$ cat src/rtl/alu.sv
// Registered 8-bit signed two-bank ALU; result c updates one clock after inputs are sampled.
// Latency: 1 cycle (posedge clk). No handshake: ALU_en=0 or a NULL opcode holds c.
// Backpressure: none; the block accepts a new operation every cycle.
module alu (
  input  logic       clk,
  input  logic       rst_n,
  input  logic       ALU_en,
  input  logic       a_en,
  input  logic       b_en,
  input  logic [2:0] a_op,
  input  logic [1:0] b_op,
  input  logic [7:0] A,
  input  logic [7:0] B,
  output logic [7:0] c
);

  logic [7:0] c_nxt;

  // Every path not explicitly computing a result falls back to holding c.
  always_comb begin
    c_nxt = c;
    if (ALU_en) begin
      case ({a_en, b_en})
        2'b10: begin
          case (a_op)
            3'd0:    c_nxt = A + B;
            3'd1:    c_nxt = A - B;
            3'd2:    c_nxt = A ^ B;
            3'd3:    c_nxt = A & B;
            3'd4:    c_nxt = A & B;
            3'd5:    c_nxt = A | B;
            3'd6:    c_nxt = ~(A ^ B);
            default: c_nxt = c;
          endcase
        end
        2'b01: begin
          case (b_op)
            2'd0:    c_nxt = ~(A & B);
            2'd1:    c_nxt = A + B;
            2'd2:    c_nxt = A + B;
            default: c_nxt = c;
          endcase
        end
        2'b11: begin
          case (b_op)
            2'd0:    c_nxt = A ^ B;
            2'd1:    c_nxt = ~(A ^ B);
            2'd2:    c_nxt = A - 8'd1;
            default: c_nxt = B + 8'd2;
          endcase
        end
        default: c_nxt = c;
      endcase
    end
  end

  always_ff @(posedge clk or negedge rst_n) begin
    if (!rst_n) c <= 8'h00;
    else        c <= c_nxt;
  end

endmodule

$ cat config.mk
export PLATFORM = sky130hd
export DESIGN_NAME = alu
export DESIGN_NICKNAME = d
export VERILOG_FILES = /design/src/rtl/alu.sv
export SDC_FILE = /design/constraint.sdc
export NUM_CORES = 1
export LEC_CHECK = 0
export BUFFER_PORTS_ARGS = -buffer_cell sky130_fd_sc_hd__buf_4
export CAP_MARGIN = 10
export CORE_ASPECT_RATIO = 0.8
export CORE_UTILIZATION = 60
export CTS_BUF_LIST = sky130_fd_sc_hd__clkbuf_8
export CTS_CLUSTER_SIZE = 25
export DETAILED_ROUTE_END_ITERATION = 10
export GPL_ROUTABILITY_DRIVEN = 1
export PLACE_DENSITY_LB_ADDON = 0.1
export SLEW_MARGIN = 20
export SYNTH_ARGS = -nofsm -noshare
export SYNTH_HDL_FRONTEND = slang
export SYNTH_SLANG_ARGS = --single-unit
$ cat constraint.sdc
create_clock -name clk -period 1.7 [get_ports clk]
set_clock_uncertainty 0.2 [all_clocks]
set_input_delay 0.255 -clock clk [delete_from_list [all_inputs] [get_ports clk]]
set_output_delay 0.255 -clock clk [all_outputs]
set_load 0.02 [all_outputs]
==> results of run 1 <==
## cells by family after synthesis
group / share of synthesized area
simple gates: 0.220
buf+inv: 0.0837
fa+ha+maj: 0.176
xor+xnor: 0.0651
mux: 0.0498
flops: 0.0875
compound gates: 0.318
## metrics by stage
stage / cell area [um2] / worst slack [ns]
2_1_floorplan: 2480 / -0.306
3_3_place_gp: 3330 / -0.586
3_5_place_dp: 3330 / -0.670
## Yosys cell counts, drive strengths merged (2+ instances only)
| library cell | number | share of area |
|---|---|---|
| o21ai | 26 | 0.057 |
| a21oi | 32 | 0.070 |
| a31oi | 4 | 0.011 |
| ha | 29 | 0.16 |
| a311oi | 3 | 0.011 |
| clkbuf | 16 | 0.026 |
| o311ai | 2 | 0.0077 |
| and2 | 2 | 0.0055 |
| nand2 | 23 | 0.038 |
| fa | 2 | 0.018 |
| mux2 | 3 | 0.015 |
| a221oi | 4 | 0.015 |
| a21o | 4 | 0.013 |
| inv | 30 | 0.049 |
| buf | 3 | 0.0066 |
| a211oi | 6 | 0.020 |
| or2 | 2 | 0.0055 |
| mux2i | 8 | 0.035 |
| o22ai | 2 | 0.0055 |
| xor2 | 2 | 0.0077 |
| or3 | 5 | 0.014 |
| o21bai | 2 | 0.0066 |
| xnor2 | 15 | 0.057 |
| nor2b | 10 | 0.027 |
| nand3 | 9 | 0.020 |
| and3 | 4 | 0.011 |
| a2111oi | 2 | 0.0077 |
| o211ai | 6 | 0.020 |
| o221ai | 4 | 0.015 |
| nand2b | 11 | 0.030 |
| o21a | 3 | 0.0098 |
| nor3 | 4 | 0.0088 |
| dfrtp | 8 | 0.088 |
| o211a | 2 | 0.0088 |
| nor2 | 24 | 0.039 |
==> out/metrics.csv, run 1 <==
metric,value,unit
status,stopped before the end,
Exit stage,clock tree synthesis (4_1_cts),
error msg,"[ERROR DPL-0038] Utilization greater than 100%, impossible to legalize",
asr flop ratio synth,1.00,
sequential share of the synthesized area,0.0875,
IO Port Bufs,33,
Most used DFF post-synth,dfrtp_1,
placed cell count,468,
initial core utilization,0.646,
DIE WIDTH,71.0,um
# resized after CTS,57,
Die Span Y,57.2,um
Std-Cell Rows,19,
Post-synth EDFFs,0,
RD Place Congestion,0.992,
Post-Synthesis Cells,327,
synth unique cells,51,
mapped cell area,2290,um2
"Hold-fix buffers, CTS",1,
root buffer cell,clkbuf_8,
IO Pins,34,
Num CTS Buffers,3,
#FFs+latches synth,8,
Ys Warns,0,
CTS max path bufs,2,
# Post-CTS Setup Buffers,3,
hpwl dp,8390,um
H-Tree Depth,1,
clock sink count,8,
Post-Syn Area per Cell,6.99,um2
Syn Nets,384,
==> run 2: changes to the inputs <==
==> config.mk (replaced) <==
export PLATFORM = sky130hd
export DESIGN_NAME = alu
export DESIGN_NICKNAME = d
export VERILOG_FILES = /design/src/rtl/alu.sv
export SDC_FILE = /design/constraint.sdc
export NUM_CORES = 1
export LEC_CHECK = 0
export BUFFER_PORTS_ARGS = -buffer_cell sky130_fd_sc_hd__buf_4
export CAP_MARGIN = 10
export CORE_UTILIZATION = 40
export DETAILED_ROUTE_END_ITERATION = 10
export GPL_ROUTABILITY_DRIVEN = 1
export PLACE_DENSITY_LB_ADDON = 0.15
export SLEW_MARGIN = 20
export SYNTH_ARGS = -nofsm -noshare
export SYNTH_HDL_FRONTEND = slang
export SYNTH_SLANG_ARGS = --single-unit
==> run 2 against run 1 <==
The flow now finishes, with violations (negative setup slack). Synthesized area unchanged. Synthesized cell count unchanged.
==> out/metrics.csv, run 2 <==
metric,value,unit,change
Seq pwr share,0.133,,
max FFs per register,8,,
Synth area leader,ha_1,,unchanged
status,finished with violations,,was stopped before the end
CTS clock-pin slew for the worst setup and hold paths,0.04,ns,
r2r endpoint,c[6],,
vias in the first global route,2854,,
clock share of power,0.124,,
Post-synth EDFFs,0,,unchanged
root buffer cell,clkbuf_8,,unchanged
worst r2r path cells,4,,
Post-Synthesis Cells,327,,unchanged
Switch Pwr,0.000789,W,
fmax,500,MHz,
CTS tree,yes,,
asr flop ratio synth,1.00,,unchanged
vias,3034,,
Syn Nets,384,,unchanged
DR WL/cell,17.7,um,
initial core utilization,0.415,,was 0.646
IO Pins,34,,unchanged
Max VDD drop,0.408,mV,
synth unique cells,51,,unchanged
Reg with most FFs,c,,
CP startpoint kind,input port,,
1st-pass router iterations,5,,
post-route ant nets,0,,
most frequent cells in the layout,"buf_4, nor2_1, a21oi_1, nand2_1, inv_1",,
placed cell count,513,,was 468
Crit Path Max Fanout,2,,
"Min Clock Period, post-route",2.00,ns,
Ys Warns,0,,unchanged
Skew-Pair Late Insertion Delay,0.23,ns,
top cell type's share of synthesized area,0.159,,unchanged
Slew @ Worst Pin,0.318,ns,
relative slew slack,0.788,,
final-report max-slew violation count,0,,
Internal,0.00108,W,
sequential share of the synthesized area,0.0875,,unchanged
CP endpoint kind,flip-flop,,
failing checks,negative setup slack,,
Post-Syn Area per Cell,6.99,um2,unchanged
clock sink count,8,,unchanged
HP Class,input port to async pin,,
Top Registers,c x8,,
Synth area leaders,"ha_1, dfrtp_1, a21oi_1",,unchanged
worst setup path startpoint,A[4],,
FF-to-FF Start,c[6],,
Post-Route WL,9340,um,
first-pass GRT wire length,14100,um,
Std-Cell Rows,27,,was 19
hpwl dp,7210,um,was 8390 um
fill cell count,404,,
combinational share of power,0.743,,
mapped cell area,2290,um2,unchanged
Final Core Density,0.750,,
most common cell in the synthesized netlist,a21oi_1,,unchanged
Max-cap violations,0,,
IO Port Bufs,33,,unchanged
flop2flop setup slack,0.63,ns,
Tcrit/Tclk final,1.18,,
GRT Overall Usage,0.298,,
FF/Latch Area,200,um2,
top post-synthesis cells by count,"a21oi_1, inv_1, ha_1",,unchanged
# setup viols final,8,,
crit-path max cell delay,0.56,ns,
initial antenna violation count,0,,
CP max stage cell,or4_4,,
Num CTS Buffers,3,,unchanged
#FFs+latches synth,8,,unchanged
"most common cell after layout, fill and taps aside",buf_4,,
GR Overflow Total,0,,
Via density,5.75,,
fin nets,515,,
full die area,6020,um2,
P per Cell Area,454,nW/um2,
CP Data Arrival Time,1.90,ns,
largest net degree at the start of global routing,18,,
Most used DFF post-synth,dfrtp_1,,unchanged
pre-CTS setup slack,-0.612,ns,was -0.670 ns
setup ws final,-0.298,ns,
Final Non-Filler Cells,528,,
LEAKAGE,1.82,nW,
Layout area overhead,80.5,%,
DR iter-0 viols,245,,
critical path class,input port to flip-flop,,
Die Span Y,77.6,um,was 57.2 um
DRC,0,,
Crit path required time,1.60,ns,
CTS max path bufs,2,,unchanged
RSZ-0062 raised after global routing,yes,,
Core Footprint,5510,um2,
share of layout cells above drive strength 1,0.518,,
DIE WIDTH,77.6,um,was 71.0 um
H-Tree Depth,1,,unchanged
area of the multi-input gates,2420,um2,
number of diodes,0,,
final hold vios,0,,
"critical path, cell by cell","buf_6, or4_4, nor4_4, mux2i_1, o211a_1, a311oi_1, o41ai_2",,
RD Place Congestion,0.929,,was 0.992
switching part of the total,0.421,,
-- run 2: layer usage --
metal	wire [um]	vias up	track usage	share of wire
met1	4000	1451	0.394	0.43
met3	424	26	0.0176	0.045
met2	4650	124	0.527	0.50
met4	270	0	0.0642	0.029
li1	-	1433	-	-
met5	0	-	0	0
-- run 2: cells by family (layout without fill, tap and decap cells) --
family	Yosys count	count (layout)	share of synthesized area
multiplexers	11	11	0.0498
XOR/XNOR	17	17	0.0651
AND/OR/NAND/NOR	98	98	0.220
buffers and inverters	50	179	0.0837
AO/OA/AOI/OAI	112	112	0.318
flip-flops	8	8	0.0875
adder cells (fa/ha/maj)	31	31	0.176
-- run 2: final cells by class --
class / instances / area share
sequential: 8 / 0.0485
inverter: 31 / 0.0400
tap: 72 / 0.0218
multi-input combinational: 269 / 0.587
clock buffer: 3 / 0.0100
timing repair buffer: 145 / 0.293
-- run 2: how the worst max path moves through the flow --
| stage | to | slack (ns) | cells past startpoint |
|---|---|---|---|
| 3_5_place_dp | c[7] | -0.61 | 9 |
| 4_1_cts | c[7] | -0.29 | 7 |
| 5_1_grt | c[7] | -0.36 | 7 |
| 6_report | c[7] | -0.30 | 7 |
| 3_3_place_gp | c[1] | -0.56 | 11 |
| 2_1_floorplan | c[4] | -0.31 | 8 |
-- run 2: worst max-delay path: cells and delay by family --
family,cells,cell delay [ns]
simple gates,2,0.77
mux,1,0.11
buf+inv,1,0.10
compound gates,3,0.66
-- run 2: repair_timing --
item,4_1_cts,5_1_grt
endpoints found under the hold margin,8,0
hold buffers,1,0
endpoints found under the setup margin,8,8
pin swaps,27,40
buffers inserted,1,10
gates resized for setup,39,72
-- run 2: power groups by stage --
stage	registers (W)	clock network, W	logic [W]
floorplan	0.000296	0	0.000552
global placement	0.000252	0	0.00109
detailed placement	0.000254	0	0.00111
CTS	0.000251	0.000234	0.00118
global route	0.000254	0.000237	0.00148
finish	0.000250	0.000232	0.00139
-- run 2: metrics by stage --
stage	hold WS [ns]	power (W)	area, um2	TNS [ns]
floorplan	-0.241	0.000848	2480	-1.35
global placement	-0.121	0.00134	3470	-4.09
detailed placement	-0.117	0.00136	3470	-4.28
CTS	0.186	0.00167	3690	-1.54
global route	0.202	0.00197	4130	-2.07
finish	0.195	0.00187	4130	-1.69
Note: power is estimated with default switching activity, not from simulation.
